## src/rtl/seg_pkg.sv

```systemverilog
// Shared definitions for the serial seven-segment display driver:
// controller state encoding and the legal range of the s_clk divider.
package seg_pkg;

   typedef enum logic [2:0] {
      IDLE  = 3'd0,
      FETCH = 3'd1,
      SHIFT = 3'd2,
      LATCH = 3'd3,
      DONE  = 3'd4
   } seg_state_t;

   localparam int SCLK_DIV_MIN = 1;
   localparam int SCLK_DIV_MAX = 15;

endpackage

```

## src/rtl/seg_bit_timer.sv

```systemverilog
// Half-period timer for the shift clock: issues a one-cycle tick every
// SCLK_DIV cycles while running, restarting from zero whenever cleared.
module seg_bit_timer
   import seg_pkg::*;
#(
   parameter int SCLK_DIV = 2
) (
   input  logic clk,
   input  logic rst_n,
   input  logic clear,
   output logic tick
);

   // Out-of-range divider values are pinned to the nearest legal bound.
   localparam int DIV = (SCLK_DIV < SCLK_DIV_MIN) ? SCLK_DIV_MIN :
                        (SCLK_DIV > SCLK_DIV_MAX) ? SCLK_DIV_MAX : SCLK_DIV;
   localparam logic [3:0] LAST = 4'(DIV - 1);

   logic [3:0] div_cnt;

   assign tick = !clear && (div_cnt == LAST);

   always_ff @(posedge clk or negedge rst_n) begin
      if (!rst_n) begin
         div_cnt <= '0;
      end else if (clear || tick) begin
         div_cnt <= '0;
      end else begin
         div_cnt <= div_cnt + 4'd1;
      end
   end

endmodule

```

## src/rtl/seg_serial_driver.sv

```systemverilog
// Streams eight display bytes (7 down to 0, MSB first) into an external
// shift-register chain, then strobes the storage latch once.
module seg_serial_driver
   import seg_pkg::*;
#(
   parameter int SCLK_DIV = 2
) (
   input  logic       clk,
   input  logic       rst_n,
   input  logic       start,
   output logic [2:0] sel,
   input  logic [7:0] din,
   output logic       busy,
   output logic       done,
   output logic       s_clk,
   output logic       s_dat,
   output logic       s_latch
);

   seg_state_t state, state_n;
   logic [2:0] index, index_n;
   logic [2:0] bit_cnt, bit_cnt_n;
   logic       phase, phase_n;
   logic [7:0] shreg, shreg_n;
   logic       tick;
   logic       timer_clear;

   // The timer only runs while shifting or latching, so every FETCH restarts it.
   assign timer_clear = (state != SHIFT) && (state != LATCH);

   seg_bit_timer #(
      .SCLK_DIV(SCLK_DIV)
   ) u_timer (
      .clk  (clk),
      .rst_n(rst_n),
      .clear(timer_clear),
      .tick (tick)
   );

   assign sel  = index;
   assign busy = (state != IDLE);
   assign done = (state == DONE);

   // phase=0 is the s_clk-low half of a bit, phase=1 the high half.
   always_comb begin
      state_n   = state;
      index_n   = index;
      bit_cnt_n = bit_cnt;
      phase_n   = phase;
      shreg_n   = shreg;
      case (state)
         IDLE: begin
            if (start) begin
               state_n = FETCH;
               index_n = 3'd7;
            end
         end
         FETCH: begin
            shreg_n   = din;
            bit_cnt_n = 3'd0;
            phase_n   = 1'b0;
            state_n   = SHIFT;
         end
         SHIFT: begin
            if (tick) begin
               if (!phase) begin
                  phase_n = 1'b1;
               end else begin
                  phase_n = 1'b0;
                  if (bit_cnt == 3'd7) begin
                     if (index == 3'd0) begin
                        state_n = LATCH;
                     end else begin
                        index_n = index - 3'd1;
                        state_n = FETCH;
                     end
                  end else begin
                     bit_cnt_n = bit_cnt + 3'd1;
                     shreg_n   = {shreg[6:0], 1'b0};
                  end
               end
            end
         end
         LATCH: begin
            if (tick) begin
               state_n = DONE;
            end
         end
         DONE: begin
            state_n = IDLE;
         end
         default: begin
            state_n = IDLE;
         end
      endcase
   end

   always_ff @(posedge clk or negedge rst_n) begin
      if (!rst_n) begin
         state   <= IDLE;
         index   <= '0;
         bit_cnt <= '0;
         phase   <= 1'b0;
         shreg   <= '0;
      end else begin
         state   <= state_n;
         index   <= index_n;
         bit_cnt <= bit_cnt_n;
         phase   <= phase_n;
         shreg   <= shreg_n;
      end
   end

   // Pin values are precomputed from next-state so each pin is a bare flop.
   always_ff @(posedge clk or negedge rst_n) begin
      if (!rst_n) begin
         s_clk   <= 1'b0;
         s_dat   <= 1'b0;
         s_latch <= 1'b0;
      end else begin
         s_clk   <= (state_n == SHIFT) && phase_n;
         s_dat   <= (state_n == SHIFT) && shreg_n[7];
         s_latch <= (state_n == LATCH);
      end
   end

endmodule

```

## config.mk

```make
export PLATFORM = sky130hd
export DESIGN_NAME = seg_serial_driver
export DESIGN_NICKNAME = d
export VERILOG_FILES = /design/src/rtl/seg_pkg.sv /design/src/rtl/seg_bit_timer.sv /design/src/rtl/seg_serial_driver.sv
export SDC_FILE = /design/constraint.sdc
export NUM_CORES = 1
export LEC_CHECK = 0
export CORE_MARGIN = 3
export CORE_UTILIZATION = 35
export CTS_CLUSTER_DIAMETER = 200
export CTS_CLUSTER_SIZE = 20
export DETAILED_ROUTE_END_ITERATION = 10
export SLEW_MARGIN = 20
export SYNTH_ARGS = -nofsm -noshare
export SYNTH_HDL_FRONTEND = slang
export SYNTH_SLANG_ARGS = --single-unit
```

## constraint.sdc

```tcl
create_clock -name clk -period 1.45 [get_ports clk]
set_input_delay 0.29 -clock clk [delete_from_list [all_inputs] [get_ports clk]]
set_output_delay 0.29 -clock clk [all_outputs]
set_load 0.005 [all_outputs]
```

* Yosys cells after proc, flatten, opt, wreduce, memory -nomap -nowiden
Index checks and enable logic that the tools add are counted.
Operators by class: mux-type cells 25, add/sub/neg operators 3, equal/unequal tests 16, reduce and logical (&&, ||, !) cells 13
Operators with widths (number):
- $mux W3 | 13
- $mux W8 | 3
- $pmux W8 S2 | 1
- $eq A3 B2 Y1 const B | 4
- $pmux W3 S2 | 2
- $pmux W3 S4 | 1
- $ne A2 B2 Y1 const B | 5
- $eq A3 B3 Y1 const B | 2
- $logic_not A3 Y1 | 2
- $ne A3 B2 Y1 const B | 2
- $reduce_and A6 Y1 | 1
- $add A4 B1 Y4 const B | 1
- $eq A4 B1 Y1 const B | 1
- $logic_and A1 B1 Y1 | 4
- $mux W4 | 1
- $reduce_and A4 Y1 | 1
- $reduce_bool A2 Y1 | 2
- $add A3 B1 Y3 const B | 1
- $eq A3 B1 Y1 const B | 1
- $reduce_bool A3 Y1 | 1
- $sub A3 B1 Y3 const B | 1
- $mux W1 | 2
- $mux W2 | 1
- $ne A2 B1 Y1 const B | 1
- other kinds (3) | 3
Word-level totals: bits of input ports 11, output and inout bits 8, logic and storage cells 67, flip-flop bits (word level) 25

* Logic depth before layout (Yosys ltp)
depth after elaboration 8, mapped depth 7, mapped depth without buffers 6

* Cells and area by module
A second synthesis with hierarchy kept.
Second synthesis, totals: cells, all modules 127, area total of the unflattened synthesis 1363.8 um^2
By module, submodules not included:
- seg_serial_driver | seq. area each 525.5 um^2, instances 1, cells each 109, area each 1173.6 um^2
- seg_bit_timer | seq. area each 100.1 um^2, instances 1, cells each 18, area each 190.2 um^2

* Least setup slack after synthesis
No wires, ideal clock.
kind reg2reg, start register bit_cnt[0], end register bit_cnt[2], path slack -0.098 ns, data arrival time 1.416 ns, library setup time 0.133 ns, required time 1.317 ns, cell stages (with the launch flop) 8, buffers on the path 1, cell sequence dfrtp_1 > ha_1 > ha_1 > nor2b_1 > a31oi_2 > buf_2 > nand2_1 > o21ai_1
Between the ends: word-level cells in the longest chain between the ends 5, elaborated cells between the ends (all ways) 8
Ends and longest elaborated chain:
- start, declared | RTL line seg_serial_driver.sv:22 | logic [2:0] bit_cnt, bit_cnt_n;
- start signal, assigned | RTL line seg_serial_driver.sv:108 | bit_cnt <= bit_cnt_n;
- $add A3 B1 Y3 | RTL line seg_serial_driver.sv:78 | bit_cnt_n = bit_cnt + 3'd1;
- $mux W3 | RTL line seg_serial_driver.sv:70 | if (bit_cnt == 3'd7) begin
- $mux W3 | RTL line seg_serial_driver.sv:66 | if (!phase) begin
- $mux W3 | RTL line seg_serial_driver.sv:65 | if (tick) begin
- $pmux W3 S2 | RTL line seg_serial_driver.sv:51 | case (state)
Several ways; a longest one is shown, not always the timed one. The select of a mux whose other input is x is not followed. A chain may end at the register's enable or synchronous reset.

* Final worst setup path
start register u_timer.div_cnt[1], end register shreg[0]
Between the ends: word-level cells in the longest chain between the ends 4
Ends and longest elaborated chain:
- start, declared | RTL line seg_bit_timer.sv:19 | logic [3:0] div_cnt;
- start signal, assigned | RTL line seg_bit_timer.sv:29 | div_cnt <= div_cnt + 4'd1;
- $eq A4 B1 Y1 | RTL line seg_bit_timer.sv:21 | assign tick = !clear && (div_cnt == LAST);
- $logic_and A1 B1 Y1 | RTL line seg_bit_timer.sv:21
- $ne A2 B1 Y1 (no source line)
- $reduce_and A4 Y1 (no source line)
- end signal, assigned | RTL line seg_serial_driver.sv:110 | shreg <= shreg_n;
- end, declared | RTL line seg_serial_driver.sv:24 | logic [7:0] shreg, shreg_n;
Every way passes these cells.

==> impl_summary.log <==
INFO  metric post_cts_hold_buffer_count = 0
INFO  metric report.final.setup_viol = 21
INFO  metric detailroute.via_count = about 1100
INFO  metric worst_setup_path_startpoint = u_timer.div_cnt[1]$_DFF_PN0_
INFO  metric detailed_router_s_first_iteration_violation_count = 51
INFO  metric drc = 0
INFO  metric synth.net_count = 147
INFO  metric fmax = approximately 620 MHz
INFO  metric yosysWarningCount = 0
INFO  metric yosysMostFrequentCell = dfrtp_1
INFO  metric initial_antenna_violation_count = 0
INFO  metric hold_violations_final = 0
INFO  metric post_synthesis_instance_area = 1360 um^2
INFO  metric max_slew.worst_pin.slew = approximately 330 ps
INFO  metric cts-htree-levels = 1
INFO  metric grt_start_max_net_pins = 26
INFO  metric first_pass_iters = 4
INFO  metric synth.ff_latch_count = 25
INFO  metric yosysSeqAreaShare = 46.00%
INFO  metric grtUsageTotal = 16.01%
INFO  metric timing.max_cap.violations = 0
INFO  metric total_leakage_power = 0.9370 nW
INFO  metric critical_path_peak_fanout = 13
INFO  metric worstSetupStartpointType = flop
INFO  metric met3_wirelength = 52 um
INFO  metric synth_edf_count = 0
INFO  metric asyncSetResetFlopFracSynth = between 90% and 100%
INFO  metric cells_taking_the_most_area_after_synthesis = dfrtp_1 46%, ha_1 6.4%, nor3b_4 4.1%
INFO  metric finalNonFillerCells = between 200 and 250
INFO  metric synth_cells = 129
INFO  metric finalCriticalPeriod = between 1500 and 2000 ps
INFO  metric most_used_standard_cells_in_the_synthesized_netlist = 25 x dfrtp_1, 13 x nand2_1, 10 x nor2_1, 7 x ha_1, 7 x o21ai_1
INFO  metric criticalPathCategory = reg -> reg
INFO  metric whs = 378.3 ps
INFO  metric rr_startpoint = u_timer.div_cnt[1]$_DFF_PN0_
INFO  metric powerDensity = slightly below 600 nW/um^2
INFO  metric synth.largest_area_cell = dfrtp_1
INFO  metric avgSynthCellArea = ~11 um^2
INFO  metric route.antenna.remaining_nets = 0
INFO  metric antenna_cells_inserted = 0
INFO  metric post_route_cells_drive_above_1_share = 41.99%
INFO  metric number_of_global_route_vias_before_repair = roughly 1200
INFO  metric floorplan.initialDensity = between 30% and 40%
INFO  metric routed-wl-met2 = between 1.5 and 2 mm
INFO  metric max-slew-margin-rel = between 70 and 80%
INFO  metric clockRootBuffer = clkbuf_8
INFO  metric gp_routability_congestion = 0.7768
INFO  metric tritoncts = yes
INFO  metric post-route-util = a little over half
INFO  metric boundaryPins = 19
INFO  metric die_w = between 60 and 70 um
INFO  metric cts_sinks = 25
INFO  metric totalPowerFinal = 1.194 mW
INFO  metric maxUsedRoutingLayer = met4
INFO  metric clk_pin_slew_worst_paths = ~90 ps
INFO  metric grt_setup_unrepaired = true
INFO  metric core.rowCount = 22
INFO  metric wl_per_cell = 14.40 um
INFO  metric failed_checks = setup timing
INFO  metric fin_ws = -166.0 ps
INFO  metric drt-total-wl = 3.297 mm
INFO  metric grt_first_pass_wirelength = about 5.5 mm
INFO  metric post-route-period-util = 111.4%
INFO  metric post_synth_num_cell_types = between 40 and 50
INFO  metric core = about 3700 um^2
INFO  metric setup.worst_path.end_class = flop
INFO  metric route.detailed.vias_per_inst = around 5.0
INFO  metric power.ir.vdd_worst = ~0.27 mV
INFO  metric die_height = 68.34 um
INFO  metric timing.clock.skew = approximately 4.5 ps
INFO  metric critical_path_arrival = 1790 ps
INFO  metric io_buffer_count = 18
INFO  metric timing_max_transition_violations_final = 0
INFO  metric run_status = finished, violations left
INFO  metric cts_made_buffers = 3
INFO  metric required_worst_endpoint = 1620 ps
INFO  metric most_instantiated_flip_flop_cell_in_the_synthesis_netlist = dfrtp_1
INFO  metric cts.path.max_buffers = 2
INFO  metric die-area = roughly 4700 um^2
INFO  metric areaGrowthSynthToFinish = 49.86%
INFO  metric clk_latency = roughly 270 ps
INFO  metric place_hpwl = between 2 and 2.5 mm
INFO  metric min_path_type = in -> async
INFO  metric placed_cells = 210
INFO  metric m1WireLength = ~1.4 mm
INFO  metric finish.net_count = 200
INFO  metric grt_overflow_total = 0
INFO  metric yosysTopAreaCellShare = between 40% and 50%
==> routing by layer <==
metal,GRT usage [%],vias to the layer above
li1,-,557
met1,19.57,567
met2,27.92,15
met3,2.135,6
met4,6.948,0
met5,0,-
==> report_power, final <==
group          switching [mW]  leakage, nW  internal, mW
sequential            0.00698        0.293         0.705
combinational          0.0250        0.618        0.0355
clock                   0.230       0.0255         0.193
total                   0.261        0.937         0.933
==> path summary, 6_finish.rpt <==
kind,endpoint,slack [ps],depth (start not counted)
max,shreg[0]$_DFFE_PN0P_,-170,7
min,s_clk$_DFF_PN0_,380,2
max reg2reg,shreg[0]$_DFFE_PN0P_,-170,7
min reg2reg,shreg[2]$_DFFE_PN0P_,490,2
max in group asynchronous,state[2]$_DFF_PN0_,790,2
min in group clk,shreg[2]$_DFFE_PN0P_,490,2
==> state kept, by name (all words and copies together) (netlist names) <==
| register | flops |
|---|---|
| shreg | 8 |
| s_clk | 1 |
| s_dat | 1 |
| state | 3 |
| s_latch | 1 |
| sel | 3 |
| bit_cnt | 3 |
| u_timer.div_cnt | 4 |
| phase | 1 |
==> cell usage in the layout, fill, tap and decap left out, types with 2 or more instances in the layout <==
master | synthesis | layout
buf_4 | 3 | 28
dfrtp_1 | 25 | 22
clkdlybuf4s50_1 | 0 | 13
nand2_1 | 13 | 10
o21ai_1 | 7 | 9
buf_6 | 2 | 9
nor2_1 | 10 | 7
inv_1 | 6 | 6
ha_1 | 7 | 4
nor3b_4 | 3 | 3
a22oi_1 | 6 | 3
a22oi_2 | 0 | 3
ha_2 | 0 | 3
clkbuf_8 | 0 | 3
dfrtp_2 | 0 | 3
nand2_2 | 0 | 2
a21oi_1 | 2 | 2
a31oi_4 | 0 | 2
nor2b_1 | 4 | 2
nor2_4 | 0 | 2
nand3_1 | 2 | 2
a211oi_1 | 2 | 2
a311oi_1 | 2 | 2
a22o_1 | 2 | 2
dlygate4sd2_1 | 0 | 2
==> cell families (layout without fill, tap and decap cells) <==
kind of cell,Yosys count,after routing,synth area share (%)
buffers and inverters,13,65,5.703
and+or+nand+nor,47,47,21.25
muxes,2,2,1.564
xor gates and xnor gates,3,3,1.932
AOI/OAI and AO/OA,32,32,17.11
DFF,25,25,46.00
adders and majority gates,7,7,6.439
==> worst max-delay path: stages, from the launching register on <==
cell and delay [ps]:
dfrtp_1 390, inv_1 60, ha_2 160, nor3b_4 280, buf_4 180, a31oi_4 110
buf_12 170, a22o_1 170
==> timing repair <==
| action | CTS | global route |
|---|---|---|
| setup endpoints to repair | 25 | 26 |
| resized for setup | 38 | 12 |
| setup buffers | 14 | 2 |
| pin swaps | 15 | 8 |
==> through the flow <==
step / area, um^2 / setup TNS (ps) / setup slack [ps]
after floorplan: 1393 / -197.6 / -28.04
after global placement: 1745 / -1384 / -100.0
after detailed placement: 1745 / -2610 / -216.2
after CTS: 1972 / -1609 / -173.8
after global routing: 2038 / -4076 / -247.2
final: 2038 / -2215 / -166.0
==> layout make-up <==
type,instances,area (um^2)
flip-flops and latches,25,629.4
repair buffers,55,496.7
multi-input cells,91,783.3
clock buffers,3,41.29
clock inverters,1,5.005
well taps,48,60.06
inverters,6,22.52
fillers,331,1678
Power figures use the tool's default switching activity.
